File: config.mk
export PLATFORM = sky130hd
export DESIGN_NAME = flow_key_lookup_ctrl_flat
export DESIGN_NICKNAME = d
export VERILOG_FILES = /design/src/rtl/net_dp_pkg.sv /design/src/rtl/flow_key_lookup_ctrl_if.sv /design/src/rtl/flow_key_pack.sv /design/src/rtl/flow_key_lookup_ctrl.sv /design/src/flat_wrapper.sv
export SDC_FILE = /design/constraint.sdc
export NUM_CORES = 1
export LEC_CHECK = 0
export ABC_AREA = 1
export CAP_MARGIN = 20
export CORE_MARGIN = 8
export CORE_UTILIZATION = 35
export DETAILED_ROUTE_END_ITERATION = 16
export GPL_ROUTABILITY_DRIVEN = 0
export HOLD_SLACK_MARGIN = 0.05
export PLACE_DENSITY_LB_ADDON = 0.08
export SLEW_MARGIN = 20
export SYNTH_ARGS = -nofsm -noshare
export SYNTH_HDL_FRONTEND = slang
export SYNTH_HIERARCHICAL = 1
export SYNTH_SLANG_ARGS = --single-unit
File: constraint.sdc
create_clock -name clk -period 3.1 [get_ports clk]
set_input_delay 0.775 -clock clk [delete_from_list [all_inputs] [get_ports clk]]
set_output_delay 0.775 -clock clk [all_outputs]
set_load 0.005 [all_outputs]
File: src/rtl/net_dp_pkg.sv
// Shared datapath definitions for the flow lookup path: key width, key field
// offsets, lookup FSM encoding and a saturating counter helper.
package net_dp_pkg;

  localparam int KEY_W        = 128;
  localparam int SRC_IP_LSB   = 96;
  localparam int DST_IP_LSB   = 64;
  localparam int PROTO_LSB    = 56;
  localparam int SRC_PORT_LSB = 40;
  localparam int DST_PORT_LSB = 24;
  localparam int VLAN_LSB     = 12;
  localparam int DSCP_LSB     = 6;
  localparam int IPV4_BIT     = 5;
  localparam int IPV6_BIT     = 4;
  localparam int ARP_BIT      = 3;
  localparam int FRAG_BIT     = 2;

  typedef enum logic [1:0] {
    ST_IDLE = 2'd0,
    ST_REQ  = 2'd1,
    ST_WAIT = 2'd2,
    ST_OUT  = 2'd3
  } lookup_state_e;

  function automatic logic [15:0] sat_inc16(input logic [15:0] v);
    return (v == 16'hFFFF) ? v : v + 16'd1;
  endfunction

endpackage

File: src/rtl/flow_key_lookup_ctrl_if.sv
// Key, TCAM and result handshake bundle of the flow key lookup controller.
// slave is the controller side, master is the surrounding pipeline/TCAM side.
interface flow_key_lookup_ctrl_if;
  import net_dp_pkg::*;

  logic              key_valid;
  logic              key_ready;
  logic [31:0]       key_src_ip;
  logic [31:0]       key_dst_ip;
  logic [7:0]        key_ip_proto;
  logic [15:0]       key_src_port;
  logic [15:0]       key_dst_port;
  logic [11:0]       key_vlan_id;
  logic [5:0]        key_dscp;
  logic              key_is_ipv4;
  logic              key_is_ipv6;
  logic              key_is_arp;
  logic              key_is_fragmented;

  logic              tcam_req_valid;
  logic              tcam_req_ready;
  logic [KEY_W-1:0]  tcam_key;
  logic              tcam_rsp_valid;
  logic              tcam_rsp_hit;
  logic [7:0]        tcam_rsp_index;

  logic              res_valid;
  logic              res_ready;
  logic              res_hit;
  logic [7:0]        res_index;
  logic              res_timeout;

  modport slave (
    input  key_valid, key_src_ip, key_dst_ip, key_ip_proto, key_src_port,
           key_dst_port, key_vlan_id, key_dscp, key_is_ipv4, key_is_ipv6,
           key_is_arp, key_is_fragmented,
           tcam_req_ready, tcam_rsp_valid, tcam_rsp_hit, tcam_rsp_index,
           res_ready,
    output key_ready, tcam_req_valid, tcam_key,
           res_valid, res_hit, res_index, res_timeout
  );

  modport master (
    output key_valid, key_src_ip, key_dst_ip, key_ip_proto, key_src_port,
           key_dst_port, key_vlan_id, key_dscp, key_is_ipv4, key_is_ipv6,
           key_is_arp, key_is_fragmented,
           tcam_req_ready, tcam_rsp_valid, tcam_rsp_hit, tcam_rsp_index,
           res_ready,
    input  key_ready, tcam_req_valid, tcam_key,
           res_valid, res_hit, res_index, res_timeout
  );

endinterface

File: src/rtl/flow_key_pack.sv
// Normalizes parsed header fields and packs them into the 128-bit TCAM key.
// Fields that are meaningless for the packet class are zeroed so they never match.
module flow_key_pack
  import net_dp_pkg::*;
(
  input  logic [31:0]      src_ip,
  input  logic [31:0]      dst_ip,
  input  logic [7:0]       ip_proto,
  input  logic [15:0]      src_port,
  input  logic [15:0]      dst_port,
  input  logic [11:0]      vlan_id,
  input  logic [5:0]       dscp,
  input  logic             is_ipv4,
  input  logic             is_ipv6,
  input  logic             is_arp,
  input  logic             is_fragmented,
  output logic [KEY_W-1:0] key
);

  logic known_l3;
  logic keep_ips;
  logic keep_proto;
  logic keep_ports;

  assign known_l3   = is_ipv4 | is_ipv6 | is_arp;
  assign keep_ips   = known_l3;
  assign keep_proto = known_l3 & ~is_arp;
  // Fragments after the first carry no L4 header, so ports are not trusted.
  assign keep_ports = known_l3 & ~is_arp & ~is_fragmented;

  always_comb begin
    key = '0;
    key[SRC_IP_LSB   +: 32] = keep_ips   ? src_ip   : 32'd0;
    key[DST_IP_LSB   +: 32] = keep_ips   ? dst_ip   : 32'd0;
    key[PROTO_LSB    +: 8]  = keep_proto ? ip_proto : 8'd0;
    key[SRC_PORT_LSB +: 16] = keep_ports ? src_port : 16'd0;
    key[DST_PORT_LSB +: 16] = keep_ports ? dst_port : 16'd0;
    key[VLAN_LSB     +: 12] = vlan_id;
    key[DSCP_LSB     +: 6]  = dscp;
    key[IPV4_BIT]           = is_ipv4;
    key[IPV6_BIT]           = is_ipv6;
    key[ARP_BIT]            = is_arp;
    key[FRAG_BIT]           = is_fragmented;
  end

endmodule

File: src/rtl/flow_key_lookup_ctrl.sv
// Flow key lookup controller: captures a normalized key, issues one TCAM lookup,
// waits for the response or a timeout and hands the result downstream.
module flow_key_lookup_ctrl
  import net_dp_pkg::*;
#(
  parameter int TIMEOUT_CYC = 64
) (
  input  logic                  clk,
  input  logic                  rst_n,
  flow_key_lookup_ctrl_if.slave bus,
  output logic [15:0]           stat_lookups,
  output logic [15:0]           stat_misses,
  output logic [15:0]           stat_timeouts
);

  lookup_state_e    state;
  lookup_state_e    state_nxt;
  logic [KEY_W-1:0] packed_key;
  logic [KEY_W-1:0] key_q;
  logic [15:0]      timer;
  logic             timer_expired;
  logic             key_take;
  logic             req_fire;
  logic             rsp_take;
  logic             timeout_take;
  logic             hit_q;
  logic [7:0]       index_q;
  logic             timeout_q;

  flow_key_pack u_pack (
    .src_ip        (bus.key_src_ip),
    .dst_ip        (bus.key_dst_ip),
    .ip_proto      (bus.key_ip_proto),
    .src_port      (bus.key_src_port),
    .dst_port      (bus.key_dst_port),
    .vlan_id       (bus.key_vlan_id),
    .dscp          (bus.key_dscp),
    .is_ipv4       (bus.key_is_ipv4),
    .is_ipv6       (bus.key_is_ipv6),
    .is_arp        (bus.key_is_arp),
    .is_fragmented (bus.key_is_fragmented),
    .key           (packed_key)
  );

  assign timer_expired = (timer == 16'(TIMEOUT_CYC - 1));
  assign key_take      = (state == ST_IDLE) && bus.key_valid;
  assign req_fire      = (state == ST_REQ)  && bus.tcam_req_ready;
  // A response landing on the expiry cycle wins over the timeout.
  assign rsp_take      = (state == ST_WAIT) && bus.tcam_rsp_valid;
  assign timeout_take  = (state == ST_WAIT) && !bus.tcam_rsp_valid && timer_expired;

  always_ff @(posedge clk or negedge rst_n) begin
    if (!rst_n) begin
      state <= ST_IDLE;
    end else begin
      state <= state_nxt;
    end
  end

  always_comb begin
    state_nxt = state;
    case (state)
      ST_IDLE: if (bus.key_valid)                         state_nxt = ST_REQ;
      ST_REQ:  if (bus.tcam_req_ready)                    state_nxt = ST_WAIT;
      ST_WAIT: if (bus.tcam_rsp_valid || timer_expired)   state_nxt = ST_OUT;
      ST_OUT:  if (bus.res_ready)                         state_nxt = ST_IDLE;
      default:                                            state_nxt = ST_IDLE;
    endcase
  end

  always_ff @(posedge clk or negedge rst_n) begin
    if (!rst_n) begin
      key_q         <= '0;
      timer         <= '0;
      hit_q         <= 1'b0;
      index_q       <= '0;
      timeout_q     <= 1'b0;
      stat_lookups  <= '0;
      stat_misses   <= '0;
      stat_timeouts <= '0;
    end else begin
      if (key_take) begin
        key_q <= packed_key;
      end
      if (req_fire) begin
        timer        <= '0;
        stat_lookups <= sat_inc16(stat_lookups);
      end else if ((state == ST_WAIT) && !bus.tcam_rsp_valid && !timer_expired) begin
        timer <= timer + 16'd1;
      end
      if (rsp_take) begin
        hit_q     <= bus.tcam_rsp_hit;
        index_q   <= bus.tcam_rsp_index;
        timeout_q <= 1'b0;
        if (!bus.tcam_rsp_hit) begin
          stat_misses <= sat_inc16(stat_misses);
        end
      end else if (timeout_take) begin
        hit_q         <= 1'b0;
        index_q       <= '0;
        timeout_q     <= 1'b1;
        stat_timeouts <= sat_inc16(stat_timeouts);
      end
    end
  end

  assign bus.key_ready      = (state == ST_IDLE);
  assign bus.tcam_req_valid = (state == ST_REQ);
  assign bus.tcam_key       = key_q;
  assign bus.res_valid      = (state == ST_OUT);
  assign bus.res_hit        = hit_q;
  assign bus.res_index      = index_q;
  assign bus.res_timeout    = timeout_q;

endmodule

File: src/flat_wrapper.sv
// flat-port wrapper written by rule: the top's interface ports become plain ports
module flow_key_lookup_ctrl_flat import net_dp_pkg::*;
#(
  parameter int TIMEOUT_CYC = 64
)
  (clk, rst_n, stat_lookups, stat_misses, stat_timeouts, bus_key_valid, bus_key_src_ip, bus_key_dst_ip, bus_key_ip_proto, bus_key_src_port, bus_key_dst_port, bus_key_vlan_id, bus_key_dscp, bus_key_is_ipv4, bus_key_is_ipv6, bus_key_is_arp, bus_key_is_fragmented, bus_tcam_req_ready, bus_tcam_rsp_valid, bus_tcam_rsp_hit, bus_tcam_rsp_index, bus_res_ready, bus_key_ready, bus_tcam_req_valid, bus_tcam_key, bus_res_valid, bus_res_hit, bus_res_index, bus_res_timeout);
  flow_key_lookup_ctrl_if bus_i ();
  input  logic clk;
  input  logic rst_n;
  output logic [15:0] stat_lookups;
  output logic [15:0] stat_misses;
  output logic [15:0] stat_timeouts;
  input wire logic [$bits(bus_i.key_valid)-1:0] bus_key_valid;
  input wire logic [$bits(bus_i.key_src_ip)-1:0] bus_key_src_ip;
  input wire logic [$bits(bus_i.key_dst_ip)-1:0] bus_key_dst_ip;
  input wire logic [$bits(bus_i.key_ip_proto)-1:0] bus_key_ip_proto;
  input wire logic [$bits(bus_i.key_src_port)-1:0] bus_key_src_port;
  input wire logic [$bits(bus_i.key_dst_port)-1:0] bus_key_dst_port;
  input wire logic [$bits(bus_i.key_vlan_id)-1:0] bus_key_vlan_id;
  input wire logic [$bits(bus_i.key_dscp)-1:0] bus_key_dscp;
  input wire logic [$bits(bus_i.key_is_ipv4)-1:0] bus_key_is_ipv4;
  input wire logic [$bits(bus_i.key_is_ipv6)-1:0] bus_key_is_ipv6;
  input wire logic [$bits(bus_i.key_is_arp)-1:0] bus_key_is_arp;
  input wire logic [$bits(bus_i.key_is_fragmented)-1:0] bus_key_is_fragmented;
  input wire logic [$bits(bus_i.tcam_req_ready)-1:0] bus_tcam_req_ready;
  input wire logic [$bits(bus_i.tcam_rsp_valid)-1:0] bus_tcam_rsp_valid;
  input wire logic [$bits(bus_i.tcam_rsp_hit)-1:0] bus_tcam_rsp_hit;
  input wire logic [$bits(bus_i.tcam_rsp_index)-1:0] bus_tcam_rsp_index;
  input wire logic [$bits(bus_i.res_ready)-1:0] bus_res_ready;
  output wire logic [$bits(bus_i.key_ready)-1:0] bus_key_ready;
  output wire logic [$bits(bus_i.tcam_req_valid)-1:0] bus_tcam_req_valid;
  output wire logic [$bits(bus_i.tcam_key)-1:0] bus_tcam_key;
  output wire logic [$bits(bus_i.res_valid)-1:0] bus_res_valid;
  output wire logic [$bits(bus_i.res_hit)-1:0] bus_res_hit;
  output wire logic [$bits(bus_i.res_index)-1:0] bus_res_index;
  output wire logic [$bits(bus_i.res_timeout)-1:0] bus_res_timeout;
  assign bus_i.key_valid = bus_key_valid;
  assign bus_i.key_src_ip = bus_key_src_ip;
  assign bus_i.key_dst_ip = bus_key_dst_ip;
  assign bus_i.key_ip_proto = bus_key_ip_proto;
  assign bus_i.key_src_port = bus_key_src_port;
  assign bus_i.key_dst_port = bus_key_dst_port;
  assign bus_i.key_vlan_id = bus_key_vlan_id;
  assign bus_i.key_dscp = bus_key_dscp;
  assign bus_i.key_is_ipv4 = bus_key_is_ipv4;
  assign bus_i.key_is_ipv6 = bus_key_is_ipv6;
  assign bus_i.key_is_arp = bus_key_is_arp;
  assign bus_i.key_is_fragmented = bus_key_is_fragmented;
  assign bus_i.tcam_req_ready = bus_tcam_req_ready;
  assign bus_i.tcam_rsp_valid = bus_tcam_rsp_valid;
  assign bus_i.tcam_rsp_hit = bus_tcam_rsp_hit;
  assign bus_i.tcam_rsp_index = bus_tcam_rsp_index;
  assign bus_i.res_ready = bus_res_ready;
  assign bus_key_ready = bus_i.key_ready;
  assign bus_tcam_req_valid = bus_i.tcam_req_valid;
  assign bus_tcam_key = bus_i.tcam_key;
  assign bus_res_valid = bus_i.res_valid;
  assign bus_res_hit = bus_i.res_hit;
  assign bus_res_index = bus_i.res_index;
  assign bus_res_timeout = bus_i.res_timeout;
  flow_key_lookup_ctrl #(.TIMEOUT_CYC(TIMEOUT_CYC)) u_core (.clk(clk), .rst_n(rst_n), .bus(bus_i), .stat_lookups(stat_lookups), .stat_misses(stat_misses), .stat_timeouts(stat_timeouts));
endmodule
# ---- After elaboration in Yosys (flattened, before gate mapping)
# Cells that the tools add are included.
dict set report word_totals {
  reg_bits 202
  input_bits 141
  word_cells 69
  output_inout_bits 189
}
dict set report classes {
  n_eq_ne 11
  mux 18
  add_sub_neg 4
  reduce_logical 16
  bitwise_logic 11
}
# cell n
set ops {}
lappend ops {{adder 16 x 1 -> 16 bit, second input constant} 4}
lappend ops {{2-to-1 mux 16 bit} 4}
lappend ops {{2-to-1 mux 32 bit} 2}
lappend ops {{equality test 16 bit, second input constant} 3}
lappend ops {{2-to-1 mux 8 bit} 3}
lappend ops {{equality test 16 x 6 -> 1 bit, second input constant} 1}
lappend ops {{2-to-1 mux 2 bit} 4}
lappend ops {{one-hot mux 2 bit (4 select lines)} 1}
lappend ops {{inverter 1 bit} 7}
lappend ops {{logical AND 1 bit} 6}
lappend ops {{!= test 2 bit, second input constant} 3}
lappend ops {{AND reduction 3 bit} 2}
lappend ops {{equality test 2 bit, second input constant} 2}
lappend ops {{2-to-1 mux 1 bit} 4}
lappend ops {{AND reduction 4 bit} 1}
lappend ops {{nonzero test 2 bit} 2}
lappend ops {{bitwise AND 1 bit} 2}
lappend ops {{equality test 2 x 1 -> 1 bit, second input constant} 1}
lappend ops {{zero test 1 bit} 2}
lappend ops {{zero test 2 bit} 1}
lappend ops {{!= test 2 x 1 -> 1 bit, second input constant} 1}
lappend ops {{bitwise OR 1 bit} 2}
lappend ops {{AND reduction 2 bit} 1}
lappend ops {{logical OR 1 bit} 1}

# ---- Depth between registers and ports, before layout
# Gate-level depths: netlist of run 1.
dict set report depth {
  ltp_word 5
  ltp_mapped 11
}

# ---- Modules after synthesis
# The synthesis of run 1 kept the hierarchy.
# mod instances cells_each area_each_um2
set modules_own_cells {}
lappend modules_own_cells {flow_key_lookup_ctrl 1 876 9151.3}
lappend modules_own_cells {flow_key_pack 1 250 1111.1}

# ---- Least setup slack after synthesis of run 1
# OpenSTA, ideal clock, no wires.
dict set report synth_path {
  kind {input -> register}
  from {input port bus_key_valid}
  to {register u_core.key_q[10] (netlist: u_core/bus.tcam_key[10])}
  t_arrival_ns 1.626
  setup_time_ns 0.125
  path_stages 4
  n_path_buf 2
  setup_slack_ns 1.350
  cell_sequence {nand2_1 clkbuf_1 buf_2 mux2_2}
}
dict set report synth_via {
  elab_chain_len 1
}
# item line
set synth_lines {}
lappend synth_lines {{from (decl)} flat_wrapper.sv:13} ;# input wire logic [$bits(bus_i.key_valid)-1:0] bus_key_valid;
lappend synth_lines {{logical AND 1 bit} flow_key_lookup_ctrl.sv:46} ;# assign key_take = (state == ST_IDLE) && bus.key_valid;
lappend synth_lines {{to (signal assigned)} flow_key_lookup_ctrl.sv:83} ;# key_q <= packed_key;
lappend synth_lines {{to (decl)} flow_key_lookup_ctrl.sv:19} ;# logic [KEY_W-1:0] key_q;
# No other way between the ends.
# A chain may end at the register's enable or synchronous reset.

# ---- Worst setup path in the final report of run 1
dict set report layout_path {
  from {register u_core.state[0]}
  to {output port bus_key_ready}
}
dict set report layout_via {
  elab_chain_len 1
}
# item line
set layout_lines {}
lappend layout_lines {{from (decl)} flow_key_lookup_ctrl.sv:16} ;# lookup_state_e state;
lappend layout_lines {{from (signal assigned)} flow_key_lookup_ctrl.sv:56} ;# state <= state_nxt;
lappend layout_lines {{zero test 2 bit} flow_key_lookup_ctrl.sv:107} ;# assign bus.key_ready = (state == ST_IDLE);
lappend layout_lines {{to (decl)} flat_wrapper.sv:30} ;# output wire logic [$bits(bus_i.key_ready)-1:0] bus_key_ready;
# No other way between the ends.

==> results by group, run 1 <==
CTS
  • TritonCTS clock tree: done
  • Clk slew on worst S/H paths: 0.05 ns
  • Post-CTS Setup Inserts: 0
  • Hold bufs inserted after CTS: 0
  • Clock Tree Root: clkbuf_16
  • Skew-Pair Late Insertion Delay: 0.51 ns
  • # clock sinks: 204
  • Clock buffer depth: 3
  • Num CTS Buffers: 25
  • H-tree depth: 1
  • PostCTS Resize Cnt: 0

Worst setup path
  • Startpoint Class: flip-flop
  • Critical-path maximum fanout: 4
  • Critical Path RT: 2.32 ns
  • Crit path arrival time: 1.89 ns
  • Setup CP Type: flip-flop to output port
  • Reg2reg end: u_core/bus.tcam_key[59]
  • R2R Setup Slk: 1.23 ns
  • RR Startpoint: u_core/state[0]
  • Element type at the critical path end: output port
  • Path depth of the worst reg2reg path: 5

Final layout
  • Layout cells sized above 1: 0.142
  • Most frequent cells in the layout: clkdlybuf4s50_1 (328), nand2_1 (264), dfrtp_1 (204)
  • Final #Nets: 1585
  • Post-route cell area: 0.0146 sq mm
  • Area Growth Syn to Fin: 42.4%
  • Number of diodes: 0
  • Commonest non-fill, non-tap cell in the layout: clkdlybuf4s50_1

Global routing
  • Pin count of the biggest net entering global routing: 64
  • Vias in the first global route: 8324
  • Initial antenna violation count: 6
  • Overflow after GRT: 0
  • Gr usage total: 0.175
  • Global-route wire length before repair: 49700 um

Floorplan
  • Number of core rows: 62
  • Chip Height: 187 um
  • Core Region: 0.0288 sq mm
  • Ports: 330
  • Initial core utilization: 0.357
  • Die X: 187 um
  • Die area: 0.0351 sq mm

Placement
  • Setup WS pre-CTS: 0.744 ns
  • Area after DPL: 0.0138 sq mm
  • Final HPWL DP: 23400 um
  • I/O Buffers: 329

Synth
  • Synth warn: 6
  • #FFs+latches synth: 204
  • Post-Syn Instances: 1126
  • Cell Area, Synth: 0.0103 sq mm
  • Synth Area per Inst: 9.11 sq um
  • Post-synthesis sequential area ratio: 0.497
  • Library cells used by synthesis: 33

Routing
  • Final ANT Viol Nets: 0
  • DR vias: 8272
  • Wire length per cell: 17.1 um
  • Vias per Instance: 4.51
  • Final WL: 31300 um
  • # DRC: 0
  • TritonRoute pass-1 iters: 4
  • Initial drt markers: 368

STA
  • Worst-case clock skew: 0.00712 ns
  • Final hold violation count: 0
  • Final-report setup violation count: 0
  • Setup TNS: 0 ns
  • Fmax: 375 MHz
  • Fin crit share: 0.861
  • Hold slack: 0.233 ns
  • Unrepaired setup endpoints after global routing: false
  • Worst rel slew slack: 0.606
  • Fin crit period: 2.67 ns
  • Final slew viol count: 0
  • Fin worst setup slack: 0.431 ns
  • Slew @ Worst Pin: 0.591 ns

Run status
  • Status: complete, no violations

Power and ir drop
  • Final total power: 11.2 mW
  • Leakage dissipation: 6.87 nW
  • Power per cell area: 767 mW/mm^2
  • VDD IR max: 396 uV

Hold path
  • Hold WC Path Type: input port to async pin

Job
  • MaxCap Viol Count: 0
-- through the flow --
stage | util | cells
after floorplan | - | 1127
after global placement | 0.480 | 1793
after detailed placement | 0.480 | 1793
after CTS | 0.508 | 1835
after global routing | 0.508 | 1835
final | 0.508 | 1835
-- metal layers --
metal	part of all wire	GRT usage	routed length (um)	vias to the layer above
li1	-	-	-	4098
met1	0.45	0.231	14000	3867
met2	0.45	0.280	14200	253
met3	0.083	0.0544	2610	42
met4	0.015	0.0363	484	12
met5	0.0026	0	81	-
-- power breakdown --
group	switching, mW	total [mW]	internal [mW]
registers	0.502	4.07	3.57
logic	1.59	4.22	2.62
clock network	1.10	2.92	1.81
-- area by class of cell --
cell class / count / area, sq um
Fill cell: 2770 / 14200
Sequential cell: 204 / 5100
Multi-Input combinational cell: 723 / 4230
Timing Repair Buffer: 340 / 3450
Clock buffer: 35 / 703
Inverter: 142 / 533
Tap cell: 384 / 480
Clock inverter: 7 / 110
-- Yosys cell counts (all sizes together) --
| library cell | number | area (sq um) |
|---|---|---|
| a21oi | 3 | 18.8 |
| buf | 55 | 395 |
| clkbuf | 3 | 11.3 |
| conb | 1 | 3.75 |
| dfrtp | 204 | 5100 |
| ha | 8 | 100 |
| inv | 142 | 533 |
| mux2 | 128 | 1440 |
| nand2 | 274 | 1070 |
| nand3 | 43 | 243 |
| nand3b | 1 | 7.51 |
| nand4 | 15 | 93.8 |
| nor2 | 180 | 712 |
| nor3 | 4 | 36.3 |
| o21ai | 16 | 80.1 |
| o21bai | 3 | 22.5 |
| o22ai | 1 | 6.26 |
| or2 | 3 | 18.8 |
| xnor2 | 26 | 228 |
| xor2 | 16 | 140 |
-- sequential cells by signal, indices dropped and copies added, names as in the netlist --
signal and flops:
u_core/bus.res_index 8, u_core/stat_lookups 16, u_core/bus.tcam_key 128, u_core/timer 16, u_core/bus.res_timeout 1, u_core/stat_misses 16
u_core/stat_timeouts 16, u_core/state 2, u_core/bus.res_hit 1
-- worst max-delay path: stages, from the launching register on --
cell	delay [ns]
dfrtp_1	0.41
inv_1	0.10
ha_1	0.31
clkdlybuf4s50_1	0.56
-- cell families (layout without fill, tap and decap cells) --
group / Yosys count / count (layout) / synth area share
simple gates: 520 / 520 / 0.212
other cells: 1 / 2 / 0.000365
fa+ha+maj: 8 / 8 / 0.00975
buf+inv: 200 / 524 / 0.0916
xor+xnor: 42 / 42 / 0.0358
compound gates: 23 / 23 / 0.0124
flops: 204 / 204 / 0.497
mux: 128 / 128 / 0.140
-- how the worst max path moves through the flow --
stage,start,endpoint,slack [ns],cells after the start
after floorplan,bus_key_valid,u_core/bus.tcam_key[10],1.35,4
after global placement,bus_tcam_req_ready,u_core/stat_lookups[3],0.75,7
after detailed placement,bus_tcam_req_ready,u_core/stat_lookups[13],0.74,7
after CTS,u_core/state[0],bus_key_ready,0.40,3
after global routing,u_core/state[0],bus_key_ready,0.32,3
final,u_core/state[0],bus_key_ready,0.43,3
Note: power is estimated with default switching activity, not from simulation.
==> inputs of run 2 (changes only) <==
==> constraint.sdc (replaced) <==
create_clock -name clk -period 3.1 [get_ports clk]
set_input_delay 0.62 -clock clk [delete_from_list [all_inputs] [get_ports clk]]
set_output_delay 0.62 -clock clk [all_outputs]
set_load 0.005 [all_outputs]
==> run 2 against run 1 <==
Compared with the run above: non-clock buffer count is 2 higher; worst hold slack worse by 0.18 ns; clock skew is 0.0048 ns higher; sequential share of layout area hardly changed; clock power is 3% lower; sequential cell count stayed put; wire length hardly changed; highest routed layer unchanged; first-iteration DRC count is 5.2% higher; utilization hardly changed; critical path depth stayed put.
==> results by group, run 2 (synthesis gave the netlist of run 1 again) <==
Power and ir drop
  • Sw Share: 0.290
  • Power per cell area: 761 mW/mm^2
  • Internal power: 7.89 mW
  • Sequential power share: 0.366
  • Clk pwr share: 0.254
  • P_sw: 3.22 mW
  • Combinational fraction of design power: 0.379
  • VDD IR max: 418 uV
  • Leakage dissipation: 6.88 nW

CTS
  • Num CTS Buffers: 26
  • Clock Tree Root: clkbuf_16
  • H-tree depth: 1
  • # clock sinks: 204
  • Clk slew on worst S/H paths: 0.06 ns
  • Hold bufs inserted after CTS: 0
  • Skew-Pair Late Insertion Delay: 0.52 ns
  • TritonCTS clock tree: done
  • Post-CTS Setup Inserts: 0
  • Clock buffer depth: 3
  • PostCTS Resize Cnt: 0

Worst setup path
  • Element type at the critical path end: output port
  • Startpoint Class: flip-flop
  • Reg2reg end: u_core/stat_timeouts[4]
  • Path depth of the worst reg2reg path: 9
  • Crit path arrival time: 1.92 ns
  • RR Startpoint: u_core/state[0]
  • Critical Path RT: 2.48 ns
  • R2R Setup Slk: 1.07 ns
  • Setup CP Type: flip-flop to output port
  • Critical-path maximum fanout: 4

Final layout
  • Number of diodes: 0
  • Max reg flops: 128
  • Filler cells: 2759
  • Commonest non-fill, non-tap cell in the layout: clkdlybuf4s50_1
  • Post-Layout Cell Count: 1838
  • Final design utilization: 0.508
  • Final #Nets: 1588
  • Area Growth Syn to Fin: 42.4%
  • Layout cells sized above 1: 0.144
  • Most frequent cells in the layout: clkdlybuf4s50_1 (328), nand2_1 (264), dfrtp_1 (204)

Routing
  • # DRC: 0
  • Final ANT Viol Nets: 0
  • DR vias: 8251
  • Initial drt markers: 387
  • Vias per Instance: 4.49
  • Wire length per cell: 17.1 um
  • Final WL: 31300 um
  • TritonRoute pass-1 iters: 6

STA
  • Worst-case clock skew: 0.0119 ns
  • Fmax: 393 MHz
  • Fin crit period: 2.54 ns
  • Fin crit share: 0.820
  • Final slew viol count: 0
  • Setup TNS: 0 ns
  • Hold slack: 0.0546 ns
  • Slew @ Worst Pin: 0.676 ns
  • Unrepaired setup endpoints after global routing: false
  • Fin worst setup slack: 0.557 ns
  • Final-report setup violation count: 0
  • Worst rel slew slack: 0.549
  • Final hold violation count: 0

Placement
  • # placed instances: 1795
  • I/O Buffers: 329
  • Setup WS pre-CTS: 0.717 ns
  • Final HPWL DP: 23500 um

Global routing
  • Overflow after GRT: 0
  • Initial antenna violation count: 2
  • Gr usage total: 0.177
  • Pin count of the biggest net entering global routing: 71
  • Global-route wire length before repair: 50300 um
  • Vias in the first global route: 8386

Floorplan
  • Chip Height: 187 um
  • Die X: 187 um
  • Die area: 0.0351 sq mm
  • Number of core rows: 62
  • Initial core utilization: 0.357
  • Core Region: 0.0288 sq mm
  • Ports: 330

Run status
  • Status: complete, no violations

Hold path
  • Hold WC Path Type: input port to async pin

Job
  • MaxCap Viol Count: 0
==> run 2: cell count changes in the layout (fill, tap and decap cells not counted), sizes merged <==
cell,previous run,this run
inv,142,143
clkbuf,36,38
bufinv,3,0
clkinv,4,5
buf,11,13
==> run 2: routing by layer <==
layer  up-vias  GRT usage  wire (um)
li1       4095          -          -
met1      3871      0.239      14100
met2       248      0.288      14400
met3        33     0.0414       2290
met4         4     0.0321        504
met5         -          0         21
==> run 2: cell type report <==
type	count	area, sq um	share of cell area
Clock inverter	6	33.8	0.00231
Sequential cell	204	5100	0.349
Multi-Input combinational cell	723	4230	0.289
Timing Repair Buffer	342	3470	0.237
Clock buffer	37	763	0.0522
Tap cell	384	480	0.0329
Inverter	142	533	0.0365
==> run 2: worst max-delay path by stage <==
stage / from / slack (ns) / end
after CTS: u_core/state[0] / 0.53 / bus_key_ready
after global placement: bus_key_valid / 0.72 / u_core/bus.tcam_key[44]
after floorplan: u_core/state[0] / 1.44 / u_core/bus.tcam_key[10]
after detailed placement: bus_key_valid / 0.72 / u_core/bus.tcam_key[31]
final: u_core/state[0] / 0.56 / bus_key_ready
after global routing: u_core/state[0] / 0.45 / bus_key_ready
==> run 2: metrics by stage <==
| stage | power, mW | cell area, sq um |
|---|---|---|
| finish | 11.1 | 14600 |
| global placement | 8.37 | 13800 |
| CTS | 11.3 | 14600 |
| detailed placement | 8.44 | 13800 |
| global route | 11.8 | 14600 |
| floorplan | 5.75 | 10300 |
==> run 2: power by group through the flow <==
stage | Clock [mW] | Combinational, mW | Sequential, mW
global placement | 0 | 4.29 | 4.08
CTS | 2.94 | 4.32 | 4.09
floorplan | 0 | 1.60 | 4.15
detailed placement | 0 | 4.31 | 4.13
global route | 3.04 | 4.58 | 4.22
finish | 2.83 | 4.22 | 4.07
==> run 2: worst max-delay path: stages, from the launching register on <==
cell	delay, ns
dfrtp_1	0.41
inv_1	0.10
ha_1	0.32
clkdlybuf4s50_1	0.57
==> inputs of run 3 (changes only) <==
==> constraint.sdc (replaced) <==
create_clock -name clk -period 2.3 [get_ports clk]
set_input_delay 0.46 -clock clk [delete_from_list [all_inputs] [get_ports clk]]
set_output_delay 0.46 -clock clk [all_outputs]
set_load 0.005 [all_outputs]
==> run 3 against run 2 <==
Compared with the run above: via count up 0.52%; critical endpoint is now bus_tcam_req_valid; largest power group unchanged; combinational power is 36% higher; power grew 34%; wire length down 0.19%; clock power grew 31%; highest routed layer unchanged.
==> results by group, run 3 (synthesis gave the netlist of run 1 again) <==
Run status
  • Status: complete, no violations

Placement
  • Final HPWL DP: 23500 um
  • I/O Buffers: 329
  • Setup WS pre-CTS: 0.284 ns
  • Area after DPL: 0.0139 sq mm
  • # placed instances: 1800

CTS
  • TritonCTS clock tree: done
  • Skew-Pair Late Insertion Delay: 0.51 ns
  • Clock buffer depth: 3
  • H-tree depth: 1
  • Post-CTS Setup Inserts: 0
  • # clock sinks: 204
  • Clock Tree Root: clkbuf_16
  • Num CTS Buffers: 25
  • Clk slew on worst S/H paths: 0.06 ns

Power and ir drop
  • Final total power: 14.9 mW
  • Power per cell area: 1020 mW/mm^2
  • VDD IR max: 538 uV
  • Leakage dissipation: 6.90 nW

Routing
  • # DRC: 0
  • Final WL: 31300 um
  • DR vias: 8294
  • TritonRoute pass-1 iters: 4
  • Initial drt markers: 405
  • Vias per Instance: 4.50
  • Wire length per cell: 17.0 um
  • Final ANT Viol Nets: 0

Global routing
  • Vias in the first global route: 8357
  • Initial antenna violation count: 2
  • Pin count of the biggest net entering global routing: 62
  • Global-route wire length before repair: 49800 um
  • Overflow after GRT: 0
  • Gr usage total: 0.175

Final layout
  • Layout cells sized above 1: 0.147
  • Commonest non-fill, non-tap cell in the layout: clkdlybuf4s50_1
  • Post-Layout Cell Count: 1845
  • Final design utilization: 0.510
  • Max reg flops: 128
  • Final #Nets: 1593
  • Most frequent cells in the layout: clkdlybuf4s50_1 (328), nand2_1 (264), dfrtp_1 (204)
  • Number of diodes: 0
  • Area Growth Syn to Fin: 43.1%
  • Post-route cell area: 0.0147 sq mm
  • Filler cells: 2724

STA
  • Fin crit period: 2.27 ns
  • Final hold violation count: 0
  • Worst rel slew slack: 0.611
  • Setup TNS: 0 ns
  • Fmax: 440 MHz
  • Worst-case clock skew: 0.0106 ns
  • Fin worst setup slack: 0.0251 ns
  • Slew @ Worst Pin: 0.583 ns
  • Unrepaired setup endpoints after global routing: true
  • Final slew viol count: 0
  • Fin crit share: 0.989
  • Hold slack: 0.489 ns
  • Final-report setup violation count: 0

Worst setup path
  • Path depth of the worst reg2reg path: 8
  • Reg2reg end: u_core/stat_lookups[6]
  • Critical-path maximum fanout: 4
  • Element type at the critical path end: output port
  • Crit path arrival time: 1.81 ns
  • R2R Setup Slk: 0.46 ns
  • Critical Path RT: 1.84 ns
  • Setup CP Type: flip-flop to output port
  • Startpoint Class: flip-flop
  • RR Startpoint: u_core/stat_lookups[0]

Floorplan
  • Number of core rows: 62
  • Core Region: 0.0288 sq mm
  • Die X: 187 um
  • Die area: 0.0351 sq mm
  • Chip Height: 187 um
  • Initial core utilization: 0.357
  • Ports: 330

Hold path
  • Hold WC Path Type: input port to async pin

Job
  • MaxCap Viol Count: 0
[run 3: where the power goes]
group	total [mW]	switching (mW)	leakage, nW	internal, mW
sequential	5.48	0.670	2.62	4.81
combinational	5.75	2.15	3.90	3.60
clock	3.70	1.51	0.380	2.19
[run 3: area by class of cell]
cell class	instances	area [sq um]	share of cell area
well taps	384	480	0.0327
clock inverters	5	28.8	0.00196
repair buffers	348	3550	0.242
inverters	142	533	0.0363
clock buffers	39	738	0.0503
flip-flops and latches	204	5100	0.348
multi-input cells	723	4240	0.289
[run 3: critical path, cell delays in order, from the launching register on]
cell             delay [ns]
dfrtp_1                0.41
inv_1                  0.13
ha_2                   0.24
clkdlybuf4s50_1        0.52
[run 3: worst max path at each step]
| stage | startpoint | endpoint | slack (ns) |
|---|---|---|---|
| 3_5_place_dp | bus_key_valid | u_core/bus.tcam_key[49] | 0.28 |
| 6_report | u_core/state[1] | bus_tcam_req_valid | 0.03 |
| 4_1_cts | u_core/state[0] | bus_key_ready | -0.02 |
| 2_1_floorplan | u_core/state[0] | u_core/bus.tcam_key[10] | 0.64 |
| 5_1_grt | u_core/state[1] | bus_tcam_req_valid | -0.05 |
| 3_3_place_gp | bus_key_valid | u_core/bus.tcam_key[50] | 0.30 |
[run 3: per-layer routing]
metal  track usage  vias up  share of wire
met1         0.236     3900           0.46
li1              -     4103              -
met4        0.0409        4          0.019
met2         0.279      246           0.45
met5             0        -        0.00067
met3        0.0451       41          0.074
[run 3: what timing repair did]
action / in CTS / in global routing
hold buffers: 1 / 0
endpoints found under the setup margin: 1 / 2
endpoints found under the hold margin: 55 / 0
gates resized for setup: 1 / 2
